==> config.mk <==
export PLATFORM = sky130hd
export DESIGN_NAME = sram_port_arbiter
export DESIGN_NICKNAME = d
export VERILOG_FILES = /design/src/rtl/sram_port_arbiter.sv
export SDC_FILE = /design/constraint.sdc
export NUM_CORES = 1
export LEC_CHECK = 0
export CORE_ASPECT_RATIO = 1.5
export CORE_MARGIN = 3
export CORE_UTILIZATION = 37
export DETAILED_ROUTE_END_ITERATION = 16
export GPL_TIMING_DRIVEN = 0
export PLACE_DENSITY = 0.8
export SETUP_SLACK_MARGIN = 0.05
export SYNTH_ARGS = -nofsm -noshare
export SYNTH_HDL_FRONTEND = slang
export SYNTH_SLANG_ARGS = --single-unit
==> constraint.sdc <==
create_clock -name i_clk -period 4.1 [get_ports i_clk]
set_clock_uncertainty 0.15 [all_clocks]
set_input_delay 1.025 -clock i_clk [delete_from_list [all_inputs] [get_ports i_clk]]
set_output_delay 1.025 -clock i_clk [all_outputs]
set_load 0.02 [all_outputs]
==> src/rtl/sram_port_arbiter.sv <==
// Two-port arbiter/sequencer in front of the shared 32-bit SRAM controller: one launch, one ack per transaction.
// Define SRAM_ARB_RR_EN for round-robin arbitration; otherwise port 0 wins every tie.
module sram_port_arbiter #(
    parameter int unsigned TIMEOUT_CYCLES = 16
) (
    input  logic        i_clk,
    input  logic        i_reset_n,

    input  logic        i_p0_req,
    input  logic        i_p0_we,
    input  logic [31:0] i_p0_addr,
    input  logic [31:0] i_p0_wdata,
    input  logic [3:0]  i_p0_bmask,
    output logic        o_p0_ack,
    output logic        o_p0_err,
    output logic [31:0] o_p0_rdata,

    input  logic        i_p1_req,
    input  logic        i_p1_we,
    input  logic [31:0] i_p1_addr,
    input  logic [31:0] i_p1_wdata,
    input  logic [3:0]  i_p1_bmask,
    output logic        o_p1_ack,
    output logic        o_p1_err,
    output logic [31:0] o_p1_rdata,

    output logic [17:0] o_mem_addr,
    output logic [31:0] o_mem_wdata,
    output logic [3:0]  o_mem_bmask,
    output logic        o_mem_wren,
    output logic        o_mem_rden,
    input  logic [31:0] i_mem_rdata,
    input  logic        i_mem_ack,

    output logic        o_busy,
    output logic        o_grant
);

    typedef enum logic [1:0] {
        ST_IDLE  = 2'd0,
        ST_ISSUE = 2'd1,
        ST_WAIT  = 2'd2,
        ST_RESP  = 2'd3
    } state_t;

    // The counter holds the number of WAIT cycles already spent, so the last legal one is TIMEOUT_CYCLES-1.
    localparam logic [7:0] LP_CNT_LAST = 8'(TIMEOUT_CYCLES - 1);

    state_t      r_state;
    logic [7:0]  r_cnt;
    logic        r_we;

    logic        w_any_req;
    logic        w_win;
    logic        w_sel_we;
    logic [31:0] w_sel_addr;
    logic [31:0] w_sel_wdata;
    logic [3:0]  w_sel_bmask;
    logic        w_unused;

    assign w_any_req = i_p0_req | i_p1_req;
    assign w_unused  = ^{i_p0_addr[31:19], i_p0_addr[1:0], i_p1_addr[31:19], i_p1_addr[1:0]};

`ifdef SRAM_ARB_RR_EN
    logic r_last;

    // A tie goes to the port that did not win last time; a lone requester always wins.
    assign w_win = (i_p0_req & i_p1_req) ? ~r_last : i_p1_req;

    always_ff @(posedge i_clk or negedge i_reset_n) begin
        if (!i_reset_n) begin
            r_last <= 1'b1;
        end else if (r_state == ST_IDLE && w_any_req) begin
            r_last <= w_win;
        end
    end
`else
    assign w_win = ~i_p0_req;
`endif

    // NOTE: every signal written in an always_comb gets a default first, so no path leaves it unassigned and no latch is inferred.
    always_comb begin
        w_sel_we    = i_p0_we;
        w_sel_addr  = i_p0_addr;
        w_sel_wdata = i_p0_wdata;
        w_sel_bmask = i_p0_bmask;
        if (w_win) begin
            w_sel_we    = i_p1_we;
            w_sel_addr  = i_p1_addr;
            w_sel_wdata = i_p1_wdata;
            w_sel_bmask = i_p1_bmask;
        end
    end

    // Launch strobes are the only outputs decoded straight from the state register.
    assign o_mem_wren = (r_state == ST_ISSUE) &&  r_we;
    assign o_mem_rden = (r_state == ST_ISSUE) && !r_we;

    // NOTE: sequential state uses non-blocking assignments so every register samples pre-edge values, whatever the statement order.
    always_ff @(posedge i_clk or negedge i_reset_n) begin
        if (!i_reset_n) begin
            r_state     <= ST_IDLE;
            r_cnt       <= 8'd0;
            r_we        <= 1'b0;
            o_mem_addr  <= 18'd0;
            o_mem_wdata <= 32'd0;
            o_mem_bmask <= 4'd0;
            o_grant     <= 1'b0;
            o_busy      <= 1'b0;
            o_p0_ack    <= 1'b0;
            o_p0_err    <= 1'b0;
            o_p0_rdata  <= 32'd0;
            o_p1_ack    <= 1'b0;
            o_p1_err    <= 1'b0;
            o_p1_rdata  <= 32'd0;
        end else begin
            o_p0_ack <= 1'b0;
            o_p0_err <= 1'b0;
            o_p1_ack <= 1'b0;
            o_p1_err <= 1'b0;

            unique case (r_state)
                ST_IDLE: begin
                    if (w_any_req) begin
                        r_we        <= w_sel_we;
                        o_mem_addr  <= {w_sel_addr[18:2], 1'b0};
                        o_mem_wdata <= w_sel_wdata;
                        o_mem_bmask <= w_sel_bmask;
                        o_grant     <= w_win;
                        r_cnt       <= 8'd0;
                        o_busy      <= 1'b1;
                        r_state     <= ST_ISSUE;
                    end
                end

                ST_ISSUE: begin
                    r_state <= ST_WAIT;
                end

                ST_WAIT: begin
                    r_cnt <= r_cnt + 8'd1;
                    // An ack in the final WAIT cycle still beats the timeout.
                    if (i_mem_ack || r_cnt == LP_CNT_LAST) begin
                        if (o_grant) begin
                            o_p1_ack <= 1'b1;
                            o_p1_err <= ~i_mem_ack;
                            if (!r_we) o_p1_rdata <= i_mem_ack ? i_mem_rdata : 32'd0;
                        end else begin
                            o_p0_ack <= 1'b1;
                            o_p0_err <= ~i_mem_ack;
                            if (!r_we) o_p0_rdata <= i_mem_ack ? i_mem_rdata : 32'd0;
                        end
                        r_state <= ST_RESP;
                    end
                end

                ST_RESP: begin
                    o_busy  <= 1'b0;
                    r_state <= ST_IDLE;
                end

                default: r_state <= ST_IDLE;
            endcase
        end
    end

endmodule

==> impl_metrics.toml <==
[status]
status = "completed"

[grt]
antenna_found_initial = 0
grt_first_pass_wirelength_um = 30800
first_global_vias = 5959
grt_max_degree = 78
grt_overflow = 0
grtUsageTotal_pct = 19.9

[floorplanning]
die_area_um2 = 19800
ioPinCount = 301
rows = 59
fp.dieH_um = 171
core_um2 = 17600
die_w_um = 116
start_util_pct = 38.1

[power]
power.density_nw_per_um2 = 655
combPwrFrac_pct = 44.6
clkPwrFrac_pct = 23.8
ir_drop_mv = 0.328
p_seq_share_pct = 31.6
total_power_uw = 6730
p_leak_uw = 0.00429
switching_share_pct = 37.9
p_int_uw = 4180
switching_power_uw = 2550

[sta]
maxSlewViolCount = 0
setup_violations = 0
setup_ws_ns = 1.03
grt_setup_unrepaired = "no"
period_minus_slack_ns = 3.07
tightestPinTransition_ns = 0.581
slew_headroom_pct = 61.2
fin_tns_setup_ns = 0
clock.fmax_mhz = 326
post-route-period-util_pct = 74.8
hold_violations = 0

[finish]
n_antenna_cell = 0
filler_cell_count = 1496
fin_area_um2 = 10300
final_nets = 1108
area_growth_syn_to_layout_pct = 53.6
drive_above_1_share_pct = 11.0

[worst_hold_path]
min_path_type = "reg -> reg"

[route]
wl_met1_um = 7610
post_drt_wl_per_cell_um = 17.3
first_iter_violations = 288
highest_layer = "met4"
wl_met3_um = 1520
dr.pass1.iters = 4
wl_met2_um = 10500
num_vias = 5772
postRouteAntennaNets = 0
routed_wl_um = 19900
via_per_inst = 5.01
drc = 0

[synth]
yosys_register_bits = 134
synth.top_cell.area_share_pct = 50.1
synth_edf_count = 0
async_flop_share_pct = 100
syn_area_um2 = 6690
yosysWarnings = 0
synth_area_leaders = "dfrtp_1, mux2i_1, nand2_1"
synth_top_area_cell = "dfrtp_1"
ys_top_cells_by_count = "dfrtp_1, nand2_1, mux2i_1"
seq_area_frac_synth_pct = 50.1
synth_ff_type = "dfrtp_1"
synth.distinct_cells = 43
synth.most_common_cell = "dfrtp_1"
synth.avg_cell_area_um2 = 10.5
syn_inst = 639
synth_fp_nets = 820

[place]
place_area_um2 = 9670
port-buffer-count = 268
pre_cts_ws_ns = 0.914
gp_congestion = 0.857
hpwl_um = 15300

[clock_network]
root_buffer = "clkbuf_16"
cts_made_buffers = 17
clockBufferDepth = 2
postCtsSetupBuffers = 0
clk_pin_slew_ns = 0.06
h-tree-depth = 4
hold_buffers = 0
clock_sinks = 134
clock_latency_ns = 0.41
post_cts_resized = 0
cts_tree = "done"

[critical_path]
slowest_delay_ns = 0.63
critPathCaptureType = "primary output"
path_class = "reg -> out"
worst_path_dominant_cell_family = "buffers and inverters"
crit_arrival_ns = 1.89
start_kind = "flip-flop"
cp_slowest_cell = "clkdlybuf4s50_1"
cp_max_fo = 5
critical_path_required_ns = 2.92
crit_chain = "inv_1 -> ha_1 -> nor2b_1 -> clkdlybuf4s50_1"
worst-path-buf-inv = 2

[flow_run]
maxCapViolCount = 0
-- stage by stage --
stage                     hold WS (ns)  cells  utilization (%)
after global routing             0.357   1153             58.5
after global placement           0.309   1120             54.9
after floorplan                  0.342    639                -
after CTS                        0.333   1153             58.5
after detailed placement         0.319   1121             55.0
final                            0.326   1153             58.5
-- cell type report --
class | count | area [um^2] | area share, %
clock inverters | 13 | 169 | 1.64
clock buffers | 19 | 443 | 4.31
flip-flops and latches | 134 | 3350 | 32.6
well taps | 213 | 267 | 2.59
plain buffers | 48 | 283 | 2.75
inverters | 5 | 18.8 | 0.183
multi-input cells | 452 | 3040 | 29.5
repair buffers | 269 | 2710 | 26.4
-- final timing paths --
kind	startpoint	slack, ns	cells past startpoint	endpoint
min in group asynchronous	i_reset_n	0.42	1	o_p0_rdata[25]
max in group asynchronous	i_reset_n	2.59	2	o_mem_wdata[11]
max	r_state[1]	1.03	4	o_mem_rden
min reg2reg	o_mem_addr[5]	0.33	2	o_mem_addr[5]
min	o_mem_addr[5]	0.33	2	o_mem_addr[5]
max reg2reg	r_state[1]	1.79	7	o_mem_wdata[9]
-- power groups by stage --
stage	Combinational (uW)	Clock, uW	Sequential (uW)
finish	3000	1600	2130
global route	3270	1690	2190
CTS	3050	1630	2130
detailed placement	3040	0	2150
global placement	2990	0	2130
floorplan	1070	0	2650
-- metal layers --
layer | global-route usage, % | vias to the layer above
met5 | 0 | -
met4 | 5.96 | 0
met3 | 6.37 | 16
met2 | 36.2 | 231
met1 | 21.9 | 2722
li1 | - | 2803
-- cells by family (layout without fill, tap and decap cells) --
logic type	Yosys count	count (layout)	synth area share [%]
simple gates	182	182	12.6
fa+ha+maj	6	6	1.12
mux	120	120	18.0
flops	134	134	50.1
buf+inv	53	354	4.51
compound gates	143	143	13.6
other cells	1	1	0.0560
-- worst reg2reg max path, stage by stage (launching register included) --
cell,delay [ns]
dfrtp_1,0.43
inv_1,0.11
ha_1,0.27
o21ai_1,0.31
buf_2,0.34
clkbuf_1,0.41
nand2_1,0.11
o21ai_0,0.09
-- flip-flops by register name, indices dropped and copies added (netlist names) --
| signal | cells |
|---|---|
| o_mem_wdata | 32 |
| o_p0_rdata | 32 |
| o_p1_rdata | 32 |
| o_mem_addr | 17 |
| r_cnt | 8 |
| o_mem_bmask | 4 |
| r_state | 2 |
| o_busy | 1 |
| o_grant | 1 |
| o_p0_ack | 1 |
| o_p0_err | 1 |
| o_p1_ack | 1 |
| o_p1_err | 1 |
| r_we | 1 |
-- cells in the final DEF (no fill, tap or decap), types with 5 or more instances in the layout --
| master | synthesis | layout |
|---|---|---|
| dfrtp_1 | 134 | 134 |
| o21ai_0 | 83 | 83 |
| clkdlybuf4s50_1 | 0 | 267 |
| buf_2 | 19 | 19 |
| o21ai_2 | 40 | 40 |
| and2_1 | 33 | 33 |
| inv_1 | 5 | 5 |
| mux2i_1 | 120 | 120 |
| ha_1 | 6 | 6 |
| nand2_1 | 122 | 122 |
| clkbuf_1 | 20 | 21 |
| clkbuf_16 | 0 | 17 |
No activity file was read; power rests on OpenSTA's default activity.
